$ cat src/rtl/led_pattern_sequencer.sv
// led_pattern_sequencer: steps a 4-LED active-low bank through fill/walk/user/blink patterns; LED_SEQ_REVERSE_EN adds a reverse-direction input
module led_pattern_sequencer #(
  parameter int TICK_DIV = 25000000,
  parameter int DEPTH = 8
) (
  input  logic       clk,
  input  logic       rst,
  input  logic       enable,
  input  logic       pause,
  input  logic       step_req,
  input  logic [1:0] mode,
  input  logic       wr_en,
  input  logic [2:0] wr_addr,
  input  logic [3:0] wr_data,
`ifdef LED_SEQ_REVERSE_EN
  input  logic       reverse,
`endif
  output logic       wr_ready,
  output logic       tick,
  output logic [2:0] step_idx,
  output logic [3:0] LEDs
);
  localparam int PW = $clog2(TICK_DIV);
  localparam logic [31:0] FILL = 32'hFEC808CE;
  localparam logic [31:0] WALK = 32'h7BDE7BDE;
  localparam logic [31:0] BLINK = 32'hF0F0F0F0;
  typedef enum logic [1:0] {IDLE, RUN, HOLD} state_t;
  state_t state;
  logic [PW-1:0] presc;
  logic [1:0] mode_q;
  logic [3:0] tbl [DEPTH];
  logic [3:0] pat;
  logic last, adv, rev;
`ifdef LED_SEQ_REVERSE_EN
  assign rev = reverse;
`else
  assign rev = 1'b0;
`endif
  assign wr_ready = state != RUN;
  assign last = presc == PW'(TICK_DIV - 1);
  assign adv = (state == RUN && !pause && last) || (state == HOLD && pause && step_req);
  always_comb
    pat = mode_q == 2'd0 ? FILL[{step_idx, 2'b00} +: 4] :
          mode_q == 2'd1 ? WALK[{step_idx, 2'b00} +: 4] :
          mode_q == 2'd2 ? tbl[step_idx] : BLINK[{step_idx, 2'b00} +: 4];
  // while enabled the next state depends only on pause; the index and mode advance together
  always_ff @(posedge clk or posedge rst) begin
    if (rst) begin
      state <= IDLE;
      presc <= '0;
      step_idx <= '0;
      tick <= 1'b0;
      LEDs <= 4'hF;
      mode_q <= 2'd0;
    end else if (!enable) begin
      state <= IDLE;
      presc <= '0;
      step_idx <= '0;
      tick <= 1'b0;
      LEDs <= 4'hF;
    end else begin
      state <= pause ? HOLD : RUN;
      tick <= state == RUN && !pause && last;
      LEDs <= state == IDLE ? 4'hF : pat;
      if (state == RUN && !pause) presc <= last ? '0 : presc + 1'b1;
      if (state == IDLE || adv) mode_q <= mode;
      if (adv) step_idx <= mode != mode_q ? 3'd0 : rev ? step_idx - 3'd1 : step_idx + 3'd1;
    end
  end
  always_ff @(posedge clk or posedge rst) begin
    if (rst) begin
      for (int i = 0; i < DEPTH; i++) tbl[i] <= 4'hF;
    end else if (wr_en && wr_ready) begin
      tbl[wr_addr] <= wr_data;
    end
  end
endmodule

$ cat config.mk
export PLATFORM = sky130hd
export DESIGN_NAME = led_pattern_sequencer
export DESIGN_NICKNAME = d
export VERILOG_FILES = /design/src/rtl/led_pattern_sequencer.sv
export SDC_FILE = /design/constraint.sdc
export NUM_CORES = 1
export LEC_CHECK = 0
export ABC_AREA = 1
export CAP_MARGIN = 5
export CORE_MARGIN = 2
export CORE_UTILIZATION = 45
export DETAILED_ROUTE_END_ITERATION = 8
export GPL_ROUTABILITY_DRIVEN = 0
export PLACE_DENSITY = 0.72
export SLEW_MARGIN = 20
export SYNTH_ARGS = -nofsm -noshare
export SYNTH_HDL_FRONTEND = slang
export SYNTH_SLANG_ARGS = --single-unit
$ cat constraint.sdc
create_clock -name clk -period 6.45 [get_ports clk]
set_clock_uncertainty 0.15 [all_clocks]
set_input_delay 0.645 -clock clk [delete_from_list [all_inputs] [get_ports clk]]
set_output_delay 0.645 -clock clk [all_outputs]
set_load 0.02 [all_outputs]
==> results of run 1 <==
per-stage QoR:
step / utilization / total power (W)
finish: 0.519 / 0.00108
global route: 0.519 / 0.00115
CTS: 0.519 / 0.00109
detailed placement: 0.494 / 0.000706
global placement: 0.494 / 0.000700
floorplan: - / 0.000653
cell type report:
type | count | area (sq um)
flip-flops and latches | 69 | 1770
clock buffers | 10 | 128
multi-input cells | 370 | 1820
repair buffers | 24 | 238
inverters | 74 | 283
clock inverters | 6 | 87.6
fillers | 811 | 4130
well taps | 108 | 135
synthesized netlist by cell type (all sizes together):
cell,count
nand2,136
nor2,75
inv,71
o21ai,52
nand3,39
dfstp,36
dfrtp,33
nand4,19
o211ai,12
a21oi,11
nor3,9
ha,8
clkbuf,6
xor2,5
buf,3
clkinv,3
xnor2,2
nand3b,1
o21bai,1
state kept, by name, indices dropped and copies added, names as in the netlist:
signal	flops
step_idx	3
presc	25
tbl	32
state	2
LEDs	4
tick	1
mode_q	2
routing by layer:
| metal | global-route usage | vias up |
|---|---|---|
| met4 | 0.0823 | 0 |
| met5 | 0 | - |
| met2 | 0.337 | 73 |
| met1 | 0.245 | 1588 |
| met3 | 0.0432 | 18 |
| li1 | - | 1727 |
worst min-delay path, stage by stage (launching register included):
cell	delay, ns
dfstp_2	0.38
inv_1	0.04
o21ai_0	0.07
worst paths after layout:
kind                             start  slack, ns           to  cells past startpoint
min reg2reg                    tbl[10]       0.34      tbl[10]                      2
max reg2reg                step_idx[0]       4.08      LEDs[0]                      7
min                            tbl[10]       0.34      tbl[10]                      2
min in group asynchronous          rst       0.73    presc[21]                      3
max in group asynchronous          rst       4.87     presc[9]                      3
max                        step_idx[0]       3.70  step_idx[0]                      1
kinds of logic after synthesis:
logic type | Yosys count | synth area share
AO/OA/AOI/OAI | 76 | 0.105
flip-flops | 69 | 0.452
buffers and inverters | 83 | 0.0843
XOR/XNOR | 7 | 0.0156
adder cells (fa/ha/maj) | 8 | 0.0255
AND/OR/NAND/NOR | 279 | 0.317
cells in the final DEF, fill, tap and decap left out, drive strengths merged:
master	instances
nor2	75
clkbuf	10
a21oi	11
clkdlybuf4s50	23
nor3	9
buf	1
o21bai	1
dfstp	36
ha	8
xnor2	2
nand4	19
bufinv	2
clkinv	7
nand3	39
dfrtp	33
inv	71
o211ai	12
nand3b	1
o21ai	52
xor2	5
nand2	136
power breakdown:
group / switching [W] / internal (W)
sequential: 0.0000322 / 0.000516
combinational: 0.0000930 / 0.0000571
clock: 0.000168 / 0.000218
total: 0.000294 / 0.000791
==> results_dict.tcl, run 1 <==
set metrics [dict create \
    status "completed" \
    grt_usage 0.198 \
    antenna_left 0 \
    end_kind "output port" \
    nets 571 \
    fp.dieW_um 97.3 \
    place_ws_ns 3.60 \
    start_util 0.456 \
    startpoint_type "flip-flop" \
    hold_path.class "reg -> reg" \
    criticalPathCategory "reg -> out" \
    synth.avg_cell_area_sq_um 7.51 \
    cts_buffer_depth 2 \
    fin_crit_ns 2.75 \
    grt_max_degree 70 \
    cp_slowest_cell "dfrtp_1" \
    drc 0 \
    rsz0062_at_grt "false" \
    ys_top_cells_by_area "dfstp_2 24%, dfrtp_1 21%, nand2_1 13%" \
    setup_violations 0 \
    p_leak_nw 2.02 \
    wl_mm 8.68 \
    cts_tree "done" \
    hold_slack_ns 0.337 \
    dr_wl_met3_um 353 \
    wl_met2_mm 4.22 \
    critPathTopFamily "flip-flops" \
    final_area_sq_mm 0.00446 \
    fin_crit_sh 0.426 \
    yosysTopAreaCell "dfstp_2" \
    dpl_cell_area_sq_mm 0.00425 \
    worst_ir_drop_vdd_v 0.000120 \
    cp_max_fo 24 \
    clk_pin_slew_worst_paths_ns 0.08 \
    clkLatencyLatePin_ns 0.35 \
    postCtsHoldBufs 0 \
    antenna_found_initial 0 \
    h-tree-depth 3 \
    synth_area_sq_mm 0.00392 \
    worst_pin_slew_ns 0.855 \
    cp.arrival_ns 1.96 \
    drive_above_1_share 0.137 \
    clock.fmax_ghz 0.364 \
    required_ns 5.65 \
    synth_cell_types 28 \
    routed_via_density 5.15 \
    die_area_sq_mm 0.00947 \
    synth-warning-count 0 \
    grt_pass1_vias 3325 \
    tns_ns 0 \
    grt_first_pass_wirelength_mm 15.2 \
    core_sq_mm 0.00859 \
    io_buffers 23 \
    clock_tree.root_cell "clkbuf_8" \
    post_cts_buffers 0 \
    cts_sinks 69 \
    maxCapViolCount 0 \
    synth_seq_cells 69 \
    hpwl_mm 6.24 \
    relSlewSlack 0.430 \
    topRoutingLayerUsed "met4" \
    fp-row-count 34 \
    path_buf_inv 1 \
    synth_top_area_frac 0.241 \
    ys_seq_area_frac 0.452 \
    wl_per_cell_um 13.1 \
    drt-met1-wl_mm 3.92 \
    hold_viol 0 \
    dp_cells 645 \
    cts_buffers 9 \
    ios 24 \
    num_vias 3406 \
    die_h_um 97.3 \
    postSynthCellCount 522 \
    setup_ws_ns 3.70 \
    crit_path_cell_trace "clkdlybuf4s50_1" \
    syn_nets 545 \
    max_stage_delay_ns 0.86 \
    p_per_area_mw_per_mm2 243 \
    syn_to_final_growth_pct 13.8 \
    gr-total-overflow 0 \
    drt_iter0_drc 193 \
    drtPass1Iterations 4 \
    slew_violations 0 \
    n_antenna_cell 0 \
    layout.cells.non_filler 661 \
    cts_resized 0 \
]
Note: power is estimated with default switching activity, not from simulation.
==> run 2: changes to the inputs <==
- PLACE_DENSITY: 0.72 -> 0.75
- clock period: 6.45 -> 2.5 ns (I/O delays scaled with it)
==> results_dict.tcl, run 2 (synthesis gave the netlist of run 1 again) <==
set metrics [dict create \
    status "completed" \
    p_per_area_mw_per_mm2 604 \
    wl_mm 9.00 \
    end_kind "output port" \
    p_leak_nw 2.04 \
    maxCapViolCount 0 \
    hpwl_mm 6.63 \
    mostFrequentLayoutCell "nand2_1" \
    reg2reg_to "tbl[11]" \
    gr-total-overflow 0 \
    start_util 0.456 \
    grt_pass1_vias 3260 \
    cts_buffers 9 \
    hold_path.class "in -> async" \
    worst_ir_drop_vdd_v 0.000235 \
    cp_slowest_cell "clkdlybuf4s50_1" \
    fp.dieW_um 97.3 \
    h-tree-depth 3 \
    fin_crit_ns 2.07 \
    fin_crit_sh 0.828 \
    relSlewSlack 0.634 \
    grt_max_degree 40 \
    reg.largest.list "tbl: 32 flops, presc: 25 flops, LEDs: 4 flops" \
    setup_violations 0 \
    clk_pin_slew_worst_paths_ns 0.08 \
    routed_via_density 5.22 \
    hold_viol 0 \
    dpl_cell_area_sq_mm 0.00430 \
    post_cts_buffers 0 \
    clock_tree.root_cell "clkbuf_8" \
    clkLatencyLatePin_ns 0.34 \
    die_area_sq_mm 0.00947 \
    fp-row-count 34 \
    grt_first_pass_wirelength_mm 15.4 \
    n_antenna_cell 0 \
    clock.fmax_ghz 0.483 \
    crit_path_cell_trace "clkdlybuf4s50_1" \
    layout.cells.non_filler 667 \
    antenna_found_initial 0 \
    regToRegStartpoint "state[1]" \
    final_area_sq_mm 0.00449 \
    cts_tree "done" \
    layout_common_cells "131 x nand2_1, 68 x inv_1, 66 x nor2_1, 52 x o21ai_0, 36 x dfstp_2" \
    dp_cells 651 \
    critPathTopFamily "buffers and inverters" \
    die_h_um 97.3 \
    criticalPathCategory "reg -> out" \
    reg2reg_slack_ns 0.62 \
    startpoint_type "flip-flop" \
    drt_iter0_drc 226 \
    worst_pin_slew_ns 0.547 \
    slew_violations 0 \
    path_buf_inv 1 \
    drive_above_1_share 0.147 \
    cts_sinks 69 \
    grt_usage 0.199 \
    wl_per_cell_um 13.5 \
    place_ws_ns 0.470 \
    setup_ws_ns 0.429 \
    rr_worst_depth 8 \
    postCtsHoldBufs 0 \
    drtPass1Iterations 5 \
    cp_max_fo 12 \
    ios 24 \
    largest_reg_flops 32 \
    required_ns 2.10 \
    syn_to_final_growth_pct 14.7 \
    antenna_left 0 \
    cts_buffer_depth 2 \
    nets 577 \
    cp.arrival_ns 1.67 \
    top_register "tbl" \
    max_stage_delay_ns 0.70 \
    rsz0062_at_grt "false" \
    drc 0 \
    io_buffers 23 \
    cts_resized 0 \
    num_vias 3479 \
    tns_ns 0 \
    core_sq_mm 0.00859 \
]
[run 2: per-stage QoR]
stage	total power (W)	hold slack (ns)	util
after global routing	0.00285	0.359	0.523
final	0.00271	0.319	0.523
after CTS	0.00273	0.339	0.523
after global placement	0.00182	0.322	0.501
after floorplan	0.00168	0.166	-
after detailed placement	0.00184	0.323	0.501
[run 2: final cells by class]
class                      instances  area [sq um]
fill                             801          4100
multi-input combinational        370          1820
clock buffer                      10           128
sequential                        69          1770
clock inverter                     6          63.8
timing repair buffer              30           295
inverter                          74           283
tap                              108           135
[run 2: worst max-delay path by stage]
| stage | slack, ns | from | cells after the start | endpoint |
|---|---|---|---|---|
| floorplan | 0.42 | rst | 1 | mode_q[0] |
| finish | 0.43 | step_idx[2] | 1 | step_idx[2] |
| global placement | 0.49 | pause | 9 | presc[18] |
| detailed placement | 0.47 | enable | 6 | mode_q[0] |
| global route | 0.34 | step_idx[2] | 1 | step_idx[2] |
| CTS | 0.42 | step_idx[2] | 1 | step_idx[2] |
[run 2: report_power, final]
part	switching (W)	total (W)	internal, W
clock network	0.000437	0.000897	0.000459
registers	0.0000684	0.00140	0.00133
logic	0.000260	0.000419	0.000159
total	0.000766	0.00271	0.00195
[run 2: layer usage]
layer	GRT usage	up-vias	part of all wire
met5	0	-	0
met4	0.0641	0	0.011
met3	0.0432	9	0.051
met2	0.330	83	0.48
met1	0.261	1642	0.46
li1	-	1745	-
==> run 3: changes to the inputs <==
- PLACE_DENSITY: 0.75 -> 0.72
- clock period: 2.5 -> 2.06 ns (I/O delays scaled with it)
==> results_dict.tcl, run 3 (synthesis gave the netlist of run 1 again) <==
set metrics [dict create \
    status "completed" \
    criticalPathCategory "reg -> out" \
    clkLatencyLatePin_ns 0.34 \
    die_area_sq_mm 0.00947 \
    place_ws_ns 0.152 \
    internal_power_w 0.00249 \
    hold_path.class "in -> async" \
    grt_pass1_vias 3371 \
    hold_viol 0 \
    mostFrequentLayoutCell "nand2_1" \
    drive_above_1_share 0.152 \
    core_sq_mm 0.00859 \
    num_vias 3426 \
    regArea_sq_mm 0.00177 \
    post_cts_buffers 0 \
    largest_reg_flops 32 \
    grt_first_pass_wirelength_mm 15.3 \
    cts_buffer_depth 2 \
    required_ns 1.70 \
    antenna_found_initial 0 \
    fillers 774 \
    tns_ns 0 \
    antenna_left 0 \
    die_h_um 97.3 \
    crit_path_cell_trace "inv_1, nand2_1, clkdlybuf4s50_1" \
    cp.arrival_ns 1.55 \
    nets 578 \
    fp.dieW_um 97.3 \
    grt_usage 0.197 \
    grt_max_degree 70 \
    maxCapViolCount 0 \
    worst_ir_drop_vdd_v 0.000390 \
    n_antenna_cell 0 \
    slew_violations 0 \
    ios 24 \
    routed_via_density 5.13 \
    setup_ws_ns 0.156 \
    drc 0 \
    power_frac_clock 0.355 \
    cts_tree "done" \
    end_kind "output port" \
    p_seq_frac 0.499 \
    start_util 0.456 \
    p_leak_nw 2.06 \
    cp_slowest_cell "clkdlybuf4s50_1" \
    reg.largest.list "tbl: 32 flops, presc: 25 flops, LEDs: 4 flops" \
    cts_sinks 69 \
    gr-total-overflow 0 \
    worst_pin_slew_ns 0.479 \
    clock.fmax_ghz 0.525 \
    swShare 0.273 \
    cts_resized 0 \
    rsz0062_at_grt "false" \
    comb_power_share 0.146 \
    wl_per_cell_um 13.0 \
    clk_pin_slew_worst_paths_ns 0.08 \
    relSlewSlack 0.679 \
    final_area_sq_mm 0.00453 \
    startpoint_type "flip-flop" \
    clock_tree.root_cell "clkbuf_8" \
    switching_power_w 0.000934 \
    p_per_area_mw_per_mm2 756 \
    cts_buffers 9 \
    drtPass1Iterations 5 \
    dpl_cell_area_sq_mm 0.00431 \
    drt_iter0_drc 161 \
    fin_crit_sh 0.924 \
    hpwl_mm 6.37 \
    postCtsHoldBufs 0 \
    fp-row-count 34 \
    wl_mm 8.68 \
    layout_common_cells "131 x nand2_1, 68 x inv_1, 66 x nor2_1, 52 x o21ai_0, 36 x dfstp_2" \
    max_stage_delay_ns 0.63 \
    fin_crit_ns 1.90 \
    setup_violations 0 \
    io_buffers 23 \
    multi_input_area_sq_mm 0.00182 \
    cp_max_fo 3 \
    syn_to_final_growth_pct 15.6 \
    h-tree-depth 3 \
    top_register "tbl" \
]
==> run 3: area by class of cell <==
cell class / count / share of cell area
multi-input combinational: 370 / 0.401
sequential: 69 / 0.391
timing repair buffer: 31 / 0.0668
inverter: 74 / 0.0632
tap: 108 / 0.0298
clock buffer: 10 / 0.0282
clock inverter: 6 / 0.0193
==> run 3: power groups by stage <==
stage | Sequential (W) | Clock [W] | Combinational [W]
final | 0.00171 | 0.00122 | 0.000498
after global routing | 0.00173 | 0.00130 | 0.000580
after CTS | 0.00171 | 0.00125 | 0.000499
after detailed placement | 0.00173 | 0 | 0.000498
after global placement | 0.00172 | 0 | 0.000485
after floorplan | 0.00171 | 0 | 0.000335
==> run 3: stage by stage <==
stage          power (W)  hold WS [ns]  utilization  std cells
2_1_floorplan    0.00204         0.122            -        522
3_3_place_gp     0.00221         0.323        0.502        652
3_5_place_dp     0.00223         0.331        0.502        652
4_1_cts          0.00345         0.111        0.527        668
5_1_grt          0.00361         0.177        0.527        668
6_report         0.00342         0.121        0.527        668
==> run 3: path summary, 6_finish.rpt <==
path / start / endpoint / slack (ns) / cells after the start
setup reg to reg: presc[1] / presc[18] / 0.20 / 8
hold reg to reg: tbl[8] / tbl[8] / 0.34 / 2
hold / removal: rst / presc[1] / 0.12 / 3
max in group asynchronous: rst / tbl[28] / 1.31 / 3
setup / recovery: state[1] / wr_ready / 0.16 / 3
min in group clk: pause / state[1] / 0.32 / 3
==> run 3: worst max-delay path: cells and delay by family, from the launching register on <==
kind / cells / cell delay (ns)
flops: 1 / 0.38
buf+inv: 2 / 0.69
simple gates: 1 / 0.13
==> run 3: layer usage <==
metal,routed length (um),share of wire,up-vias,track usage
li1,-,-,1743,-
met2,4210,0.49,82,0.330
met5,0,0,-,0
met1,3930,0.45,1586,0.252
met4,191,0.022,0,0.0876
met3,349,0.040,15,0.0317
